$ cat src/rtl/high_low_out_buf.sv
// Dual independent output FIFOs (high/low) behind highLowCpu; the two channels share no logic.
// Optional saturating drop counters are built when HIGH_LOW_OUT_BUF_DROP_CNT_EN is defined.

module high_low_out_buf_chan #(
    parameter int DEPTH  = 8,
    parameter int DATA_W = 1
) (
    input  logic              clk,
    input  logic              reset,
    input  logic [DATA_W-1:0] wr_d,
    input  logic              wr,
    input  logic              ready,
    output logic              valid,
    output logic [DATA_W-1:0] data,
    output logic              ovf,
    output logic [7:0]        drops
);
    localparam int AW = $clog2(DEPTH);
    localparam logic [AW:0] PTR_ZERO = {(AW+1){1'b0}};
    localparam logic [AW:0] PTR_ONE  = {{AW{1'b0}}, 1'b1};

    logic [DATA_W-1:0] mem_q [DEPTH];
    logic [AW:0]       wr_ptr_q, wr_ptr_d;
    logic [AW:0]       rd_ptr_q, rd_ptr_d;
    logic [AW:0]       count_q, count_d;
    logic              ovf_q, ovf_d;
    logic              full_s, pop_s, accept_s, drop_s;

    // Pointer, occupancy and overflow next-state; a pop frees the slot a same-cycle write fills.
    always_comb begin
        pop_s    = (count_q != PTR_ZERO) && ready;
        full_s   = (wr_ptr_q[AW] != rd_ptr_q[AW]) &&
                   (wr_ptr_q[AW-1:0] == rd_ptr_q[AW-1:0]);
        accept_s = wr && (!full_s || pop_s);
        drop_s   = wr && full_s && !pop_s;
        wr_ptr_d = accept_s ? (wr_ptr_q + PTR_ONE) : wr_ptr_q;
        rd_ptr_d = pop_s ? (rd_ptr_q + PTR_ONE) : rd_ptr_q;
        case ({accept_s, pop_s})
            2'b10:   count_d = count_q + PTR_ONE;
            2'b01:   count_d = count_q - PTR_ONE;
            default: count_d = count_q;
        endcase
        ovf_d = ovf_q | drop_s;
    end

    // Control state register.
    always_ff @(posedge clk or posedge reset) begin
        if (reset) begin
            wr_ptr_q <= PTR_ZERO;
            rd_ptr_q <= PTR_ZERO;
            count_q  <= PTR_ZERO;
            ovf_q    <= 1'b0;
        end else begin
            wr_ptr_q <= wr_ptr_d;
            rd_ptr_q <= rd_ptr_d;
            count_q  <= count_d;
            ovf_q    <= ovf_d;
        end
    end

    // Storage needs no reset: it is only read when count is non-zero.
    always_ff @(posedge clk) begin
        if (accept_s) begin
            mem_q[wr_ptr_q[AW-1:0]] <= wr_d;
        end
    end

    assign valid = (count_q != PTR_ZERO);
    assign data  = reset ? {DATA_W{1'b0}} : mem_q[rd_ptr_q[AW-1:0]];
    assign ovf   = ovf_q;

`ifdef HIGH_LOW_OUT_BUF_DROP_CNT_EN
    logic [7:0] drops_q, drops_d;

    // Saturating drop counter.
    always_comb begin
        if (drop_s && (drops_q != 8'hFF)) begin
            drops_d = drops_q + 8'd1;
        end else begin
            drops_d = drops_q;
        end
    end

    // Drop counter register.
    always_ff @(posedge clk or posedge reset) begin
        if (reset) begin
            drops_q <= 8'd0;
        end else begin
            drops_q <= drops_d;
        end
    end

    assign drops = drops_q;
`else
    assign drops = 8'd0;
`endif

endmodule

module high_low_out_buf #(
    parameter int DEPTH  = 8,
    parameter int DATA_W = 1
) (
    input  logic              clk,
    input  logic              reset,
    input  logic [DATA_W-1:0] high_d,
    input  logic              high_wr,
    input  logic [DATA_W-1:0] low_d,
    input  logic              low_wr,
    output logic              high_valid,
    output logic [DATA_W-1:0] high_data,
    input  logic              high_ready,
    output logic              low_valid,
    output logic [DATA_W-1:0] low_data,
    input  logic              low_ready,
    output logic              high_ovf,
    output logic              low_ovf,
    output logic [7:0]        high_drops,
    output logic [7:0]        low_drops
);
    high_low_out_buf_chan #(.DEPTH(DEPTH), .DATA_W(DATA_W)) u_high (
        .clk   (clk),
        .reset (reset),
        .wr_d  (high_d),
        .wr    (high_wr),
        .ready (high_ready),
        .valid (high_valid),
        .data  (high_data),
        .ovf   (high_ovf),
        .drops (high_drops)
    );

    high_low_out_buf_chan #(.DEPTH(DEPTH), .DATA_W(DATA_W)) u_low (
        .clk   (clk),
        .reset (reset),
        .wr_d  (low_d),
        .wr    (low_wr),
        .ready (low_ready),
        .valid (low_valid),
        .data  (low_data),
        .ovf   (low_ovf),
        .drops (low_drops)
    );
endmodule
$ cat config.mk
export PLATFORM = sky130hd
export DESIGN_NAME = high_low_out_buf
export DESIGN_NICKNAME = d
export VERILOG_FILES = /design/src/rtl/high_low_out_buf.sv
export SDC_FILE = /design/constraint.sdc
export NUM_CORES = 1
export LEC_CHECK = 0
export ABC_CLOCK_PERIOD_IN_PS = 2600
export CORE_ASPECT_RATIO = 1.75
export CORE_MARGIN = 1.5
export CORE_UTILIZATION = 40
export CTS_BUF_LIST = sky130_fd_sc_hd__clkbuf_4
export CTS_CLUSTER_DIAMETER = 150
export CTS_CLUSTER_SIZE = 25
export DETAILED_ROUTE_END_ITERATION = 8
export GPL_ROUTABILITY_DRIVEN = 0
export GPL_TIMING_DRIVEN = 0
export MAX_ROUTING_LAYER = met4
export PLACE_DENSITY_LB_ADDON = 0.3
export SLEW_MARGIN = 10
export SYNTH_ARGS = -nofsm -noshare
export SYNTH_HDL_FRONTEND = slang
export SYNTH_SLANG_ARGS = --single-unit
$ cat constraint.sdc
create_clock -name clk -period 2.6 [get_ports clk]
set_clock_uncertainty 0.15 [all_clocks]
set_input_delay 0.39 -clock clk [delete_from_list [all_inputs] [get_ports clk]]
set_output_delay 0.39 -clock clk [all_outputs]
set_load 0.02 [all_outputs]
* Word-level counts from Yosys, hierarchy flattened
Memories as Yosys holds them, arrays and structs flattened.
Index checks and enable logic that the tools add are counted.
** Storage, ports and cells
- Register bits :: 26
- Output and inout bits :: 22
- Memories :: 2
- RAM bits :: 16
- Input port bits :: 8
** Memories
- u_high.mem_q :: depth 8, width 1, rd ports 1, clocked after Yosys merged registers in 0, wr ports 1, RTL line 22 : logic [DATA_W-1:0] mem_q [DEPTH];
- u_low.mem_q :: depth 8, width 1, rd ports 1, clocked after Yosys merged registers in 0, wr ports 1, RTL line 22
** Cells by class
- Bitwise logic cells :: 2
- Muxes and demuxes :: 8
- Add/sub/neg operators :: 8
- Eq/ne operators :: 8
- Reduce and logical (&&, ||, !) cells :: 20
** Operators by type and width (number)
- adder 4 x 1 -> 4 bit, second input constant :: 6
- one-hot mux 4 bit (2 select lines) :: 2
- logical AND 1 bit :: 10
- nonzero test 4 bit :: 2
- subtractor 4 x 1 -> 4 bit, second input constant :: 2
- == test 3 bit :: 2
- two-way mux 1 bit :: 6
- == test 2 x 1 -> 1 bit, second input constant :: 2
- == test 2 bit, second input constant :: 2
- logical NOT 1 bit :: 4
- nonzero test 2 bit :: 2
- logical OR 1 bit :: 2
- != test 1 bit :: 2
- bitwise OR 1 bit :: 2

* Longest topological paths before layout
- Depth after elaboration :: 7
- Gate-level depth with buffers :: 7
- Depth with buffers taken out :: 7

* Modules after synthesis
From an unflattened synthesis, not the netlist that was laid out.
** Unflattened totals
- Cell total of the unflattened synthesis :: 188
- Area total of the unflattened synthesis :: 2332.2 sq um
** By module, submodules not included
- high_low_out_buf_chan :: cells each 94, area an instance 1166.1 sq um, times used 2

* Worst setup path after synthesis
Ideal clock, no wire load.
- Path kind :: register -> register
- Start :: reg u_low.count_q[2]
- End :: reg u_low.count_q[2]
- Period minus slack after synthesis :: 2.155 ns
- Arrival :: 1.880 ns
- Required time :: 2.325 ns
- Stages on the path, launching flop included :: 8
- Path buffers :: 0
- Library setup time :: 0.125 ns
- Slack :: 0.445 ns
- Cell sequence :: dfrtp_1 -> o41ai_2 -> nor2_1 -> mux2_2 -> ha_1 -> nor4_1 -> a31oi_1 -> xnor2_1
** On the way
- Longest elaborated chain between the ends :: 6
** Ends and longest elaborated chain
- start: declaration :: RTL line 25 : logic [AW:0] count_q, count_d;
- start signal: assignment :: RTL line 56 : count_q <= count_d;
- nonzero test 4 bit :: RTL line 31 : pop_s = (count_q != PTR_ZERO) && ready;
- logical AND 1 bit :: RTL line 31
- logical OR 1 bit :: RTL line 34 : accept_s = wr && (!full_s || pop_s);
- logical AND 1 bit :: RTL line 34
- == test 2 x 1 -> 1 bit or == test 2 bit (tied branches) :: RTL line 38 : case ({accept_s, pop_s})
- one-hot mux 4 bit (2 select lines) or nonzero test 2 bit (tied branches)
Parallel ways exist; a longest one is shown, timed or not.
A chain may end at the register's enable or synchronous reset.

* Final worst setup path
- Start :: reg u_high.count_q[0]
- End :: out high_valid
** On the way
- Longest elaborated chain between the ends :: 1
** Ends and longest elaborated chain
- start: declaration :: RTL line 25
- start signal: assignment :: RTL line 56
- nonzero test 4 bit :: RTL line 68 : assign valid = (count_q != PTR_ZERO);
- end: declaration :: RTL line 110 : output logic high_valid,
No other way between the ends.

==> impl_summary.md <==
Setup path
The category of the worst setup path launch point is a flop. The required time reported for the critical path endpoint is 2060 ps. STA puts the critical path data arrival time at 1920 ps.

The worst-case reg-to-reg path depth is 7. The largest fanout on the critical path is 6. The kind of end point of the critical path is an output port.

The start-to-end type of the worst setup path is flop to output port.

Synthesis
The number of different library cells used by synthesis comes to 40. After synthesis, the mean cell area works out to 11.9 um2. The synthesized cell area is 2270 um2.

Synthesis produced 190 cells. The fraction of synthesized cell area taken by the top area cell type is 0.287. For this run, the leading register cell type out of synthesis is sky130_fd_sc_hd__dfrtp_1. The cell accounting for the most synthesized area is sky130_fd_sc_hd__dfrtp_1. The number of warnings printed during yosys synthesis is 0. Sorting the synthesized cells by area gives the leading types as sky130_fd_sc_hd__dfrtp_1 29%, sky130_fd_sc_hd__edfxtp_1 21%, sky130_fd_sc_hd__xnor2_1 7.7%. Counting flops and latches in the post-synthesis netlist gives 42. Counting flops with a built-in enable in the synthesized netlist gives 16. The share of flip-flops with an asynchronous set or reset after synthesis is 0.619. The sequential-to-total area share from yosys stat is 0.499.

CTS
In this run the deepest clock path goes through 2 buffers. The depth of the CTS H-tree is 2. Counting the buffers created by CTS gives 5. TritonCTS built the clock tree. The clock-pin slew on the worst setup and hold paths is 120 ps. The clock latency at the later pin of the worst-skew pair is 340 ps. The root buffer selected by CTS is sky130_fd_sc_hd__clkbuf_4. The sink count of the clock tree is 42.

GRT
The number of global-route vias before repair is 1378. For this run, the total global-route usage over all layers was measured as 0.145. After global routing the overflow that remains totals 0. The largest net degree at the start of global routing is 27.

The first global-routing pass estimated 6480 um of wire. The number of antenna violations at the first check in global routing is 0.

Pwr
The total power density per cell area is 1050 nW/um2. IR analysis of the VDD net gives a maximum drop of 651 uV. The leakage component of the power is 1.04 nW.

Timing
Dividing the final minimum period by the clock period gives 0.947. Setup repair after global routing left no endpoint under its margin. The final count of hold timing violations is 0. The worst hold slack is 303 ps. For the pin with the worst max-slew slack, the measured transition is 1000 ps. Setup violations remaining at the end of the flow were counted as 0. In this run the tightest slew margin relative to its limit is 0.331. The smallest clock period supported by the final layout is computed as 2460 ps. The peak clock frequency supported by timing is 406 MHz. In the post-route analysis, the smallest setup slack over all paths is 137 ps. The setup TNS is 0 ps. The final number of max-transition violations was 0.

Drt
The detail route stage leaves a number of antenna-violating nets equal to 0. The total detailed-routing wirelength is 3660 um. In the routed design, unresolved DRC markers number 0. Dividing the detail-routed wire length by the instance count gives 12.3 um. The routed layout has 1448 vias. The first detailed-routing pass ran for 2 iterations. The ratio of routed vias to standard cells is 4.86. The number of violations reported at the end of detailed-routing iteration 0 is 20.

Layout
In the final design database the tool counted 236 nets. Counting the fill cells in the layout gives 540. The footprint of the multi-input gates is 1020 um2. Leaving out fill and tap cells, the most frequent cells in the layout are 25 x sky130_fd_sc_hd__dfrtp_1, 20 x sky130_fd_sc_hd__xnor2_1, 16 x sky130_fd_sc_hd__buf_4, 16 x sky130_fd_sc_hd__conb_1, 16 x sky130_fd_sc_hd__edfxtp_1. The share of layout cells above drive strength 1 is 0.203. The repair_antennas step left the layout with diodes totalling 0.

Leaving out fill and tap cells, the most frequent cell in the layout is sky130_fd_sc_hd__dfrtp_1. The sequential cell area in the final layout is 1130 um2. The area added between synthesis and finish is 13.7%.

Die
The die is 59.9 um wide. The boundary pin count is 30. The initialized floorplan defines 36 standard-cell rows. The starting density of the core is 0.412. From bottom edge to top edge, the die measures 103 um. In this run the standard cell core region covers 5500 um2.

The die area is 6140 um2.

Placed design
The post-place setup slack is 64.7 ps. The sum of net half-perimeters after detailed placement is 2760 um. The count of buffers inserted at the top-level ports is 11.

Min path
The path class of the tightest hold or removal check is primary input to flop. Along the worst hold path, the cell count comes to 3.

Flow run
Across the run, the number of max-cap violations was 0.

Status
The run finished with clean final reports.
-- path summary, 6_finish.rpt --
path / from / to / slack [ps]
setup / recovery: u_high.count_q[0]$_DFFE_PP0P_ / high_valid / 140
hold / removal: low_wr / u_low.wr_ptr_q[0]$_DFFE_PP0P_ / 300
setup reg to reg: u_low.count_q[1]$_DFFE_PP0P_ / u_low.count_q[2]$_DFFE_PP0P_ / 230
hold reg to reg: u_high.ovf$_DFF_PP0_ / u_high.ovf$_DFF_PP0_ / 320
max in group asynchronous: reset / u_high.rd_ptr_q[0]$_DFFE_PP0N_ / 1090
min in group asynchronous: reset / u_low.wr_ptr_q[2]$_DFFE_PP0P_ / 530
-- critical path, stage by stage, from the launching register on --
cell                              delay [ps]
sky130_fd_sc_hd__dfrtp_1                 470
sky130_fd_sc_hd__or4_4                   560
sky130_fd_sc_hd__clkdlybuf4s50_1         550
-- logic make-up (layout without fill, tap and decap cells) --
group | count (synthesis) | count (layout) | synth area share
XOR/XNOR | 24 | 24 | 0.0928
multiplexers | 12 | 12 | 0.0784
flip-flops | 42 | 42 | 0.499
AO/OA/AOI/OAI | 22 | 22 | 0.0795
AND/OR/NAND/NOR | 58 | 58 | 0.140
buffers and inverters | 25 | 42 | 0.0756
other | 1 | 16 | 0.00165
adder cells (fa/ha/maj) | 6 | 6 | 0.0331
-- area by class of cell --
type	instances	area share
Sequential cell	42	0.439
Inverter	1	0.00146
Tap cell	76	0.0369
Clock buffer	7	0.0204
Timing Repair Buffer	11	0.0417
Buffer	23	0.0646
Multi-Input combinational cell	138	0.396
-- registers in the layout (all words and copies together), names as in the netlist, 4 cells and up --
name and count:
u_low.wr_ptr_q 4, u_low.count_q 4, u_high.count_q 4, u_high.wr_ptr_q 4, u_low.rd_ptr_q 4, u_high.rd_ptr_q 4, u_high.mem_q 8, u_low.mem_q 8
-- stage by stage --
| stage | total power [mW] | cell area (um2) | util | std cells |
|---|---|---|---|---|
| 3_5_place_dp | 2.44 | 2530 | 0.460 | 292 |
| 2_1_floorplan | 2.13 | 2320 | - | 205 |
| 4_1_cts | 2.75 | 2570 | 0.469 | 298 |
| 5_1_grt | 2.96 | 2580 | 0.469 | 298 |
| 3_3_place_gp | 2.41 | 2530 | 0.460 | 292 |
| 6_report | 2.71 | 2580 | 0.469 | 298 |
-- what timing repair did --
| item | CTS | global route |
|---|---|---|
| endpoints found under the setup margin | 2 | 1 |
| resized for setup | 3 | 1 |
| hold buffers | 0 | 0 |
| cloned | 0 | 0 |
| buffers inserted | 0 | 0 |
-- where the power goes --
part,internal [mW],total [mW],leakage [nW],switching [mW]
Clock,0.123,0.317,0.0322,0.194
Combinational,0.607,1.15,0.552,0.540
Sequential,0.936,1.25,0.453,0.309
-- metal layers --
metal  GRT usage  share of wire  wire length (um)
met3      0.0314          0.036               131
met5           -              0                 0
met2       0.256           0.56              2050
met1       0.154           0.38              1400
met4      0.0564          0.019                70
-- cells in the mapped netlist, types with 2 or more instances --
cell type / number
sky130_fd_sc_hd__buf_6: 2
sky130_fd_sc_hd__xnor2_1: 20
sky130_fd_sc_hd__nand4_1: 3
sky130_fd_sc_hd__dfrtp_1: 26
sky130_fd_sc_hd__mux2i_1: 2
sky130_fd_sc_hd__or3_1: 2
sky130_fd_sc_hd__a31oi_1: 2
sky130_fd_sc_hd__o41ai_2: 2
sky130_fd_sc_hd__a311oi_1: 2
sky130_fd_sc_hd__ha_1: 6
sky130_fd_sc_hd__edfxtp_1: 16
sky130_fd_sc_hd__and2_4: 2
sky130_fd_sc_hd__mux4_2: 4
sky130_fd_sc_hd__buf_4: 16
sky130_fd_sc_hd__a21oi_1: 4
sky130_fd_sc_hd__nand2b_1: 6
sky130_fd_sc_hd__clkbuf_1: 4
sky130_fd_sc_hd__o21ai_1: 2
sky130_fd_sc_hd__nor3_1: 6
sky130_fd_sc_hd__nor2b_1: 2
sky130_fd_sc_hd__nor4_1: 4
sky130_fd_sc_hd__a21o_1: 2
sky130_fd_sc_hd__a41oi_1: 2
sky130_fd_sc_hd__o21a_1: 2
sky130_fd_sc_hd__or4_4: 2
sky130_fd_sc_hd__nor2_1: 14
sky130_fd_sc_hd__nand2_1: 12
sky130_fd_sc_hd__mux2_1: 2
sky130_fd_sc_hd__o211ai_1: 2
sky130_fd_sc_hd__and2_1: 2
sky130_fd_sc_hd__and4_1: 2
sky130_fd_sc_hd__mux2_2: 4
sky130_fd_sc_hd__xor2_1: 4
(Power assumes the default switching activity.)
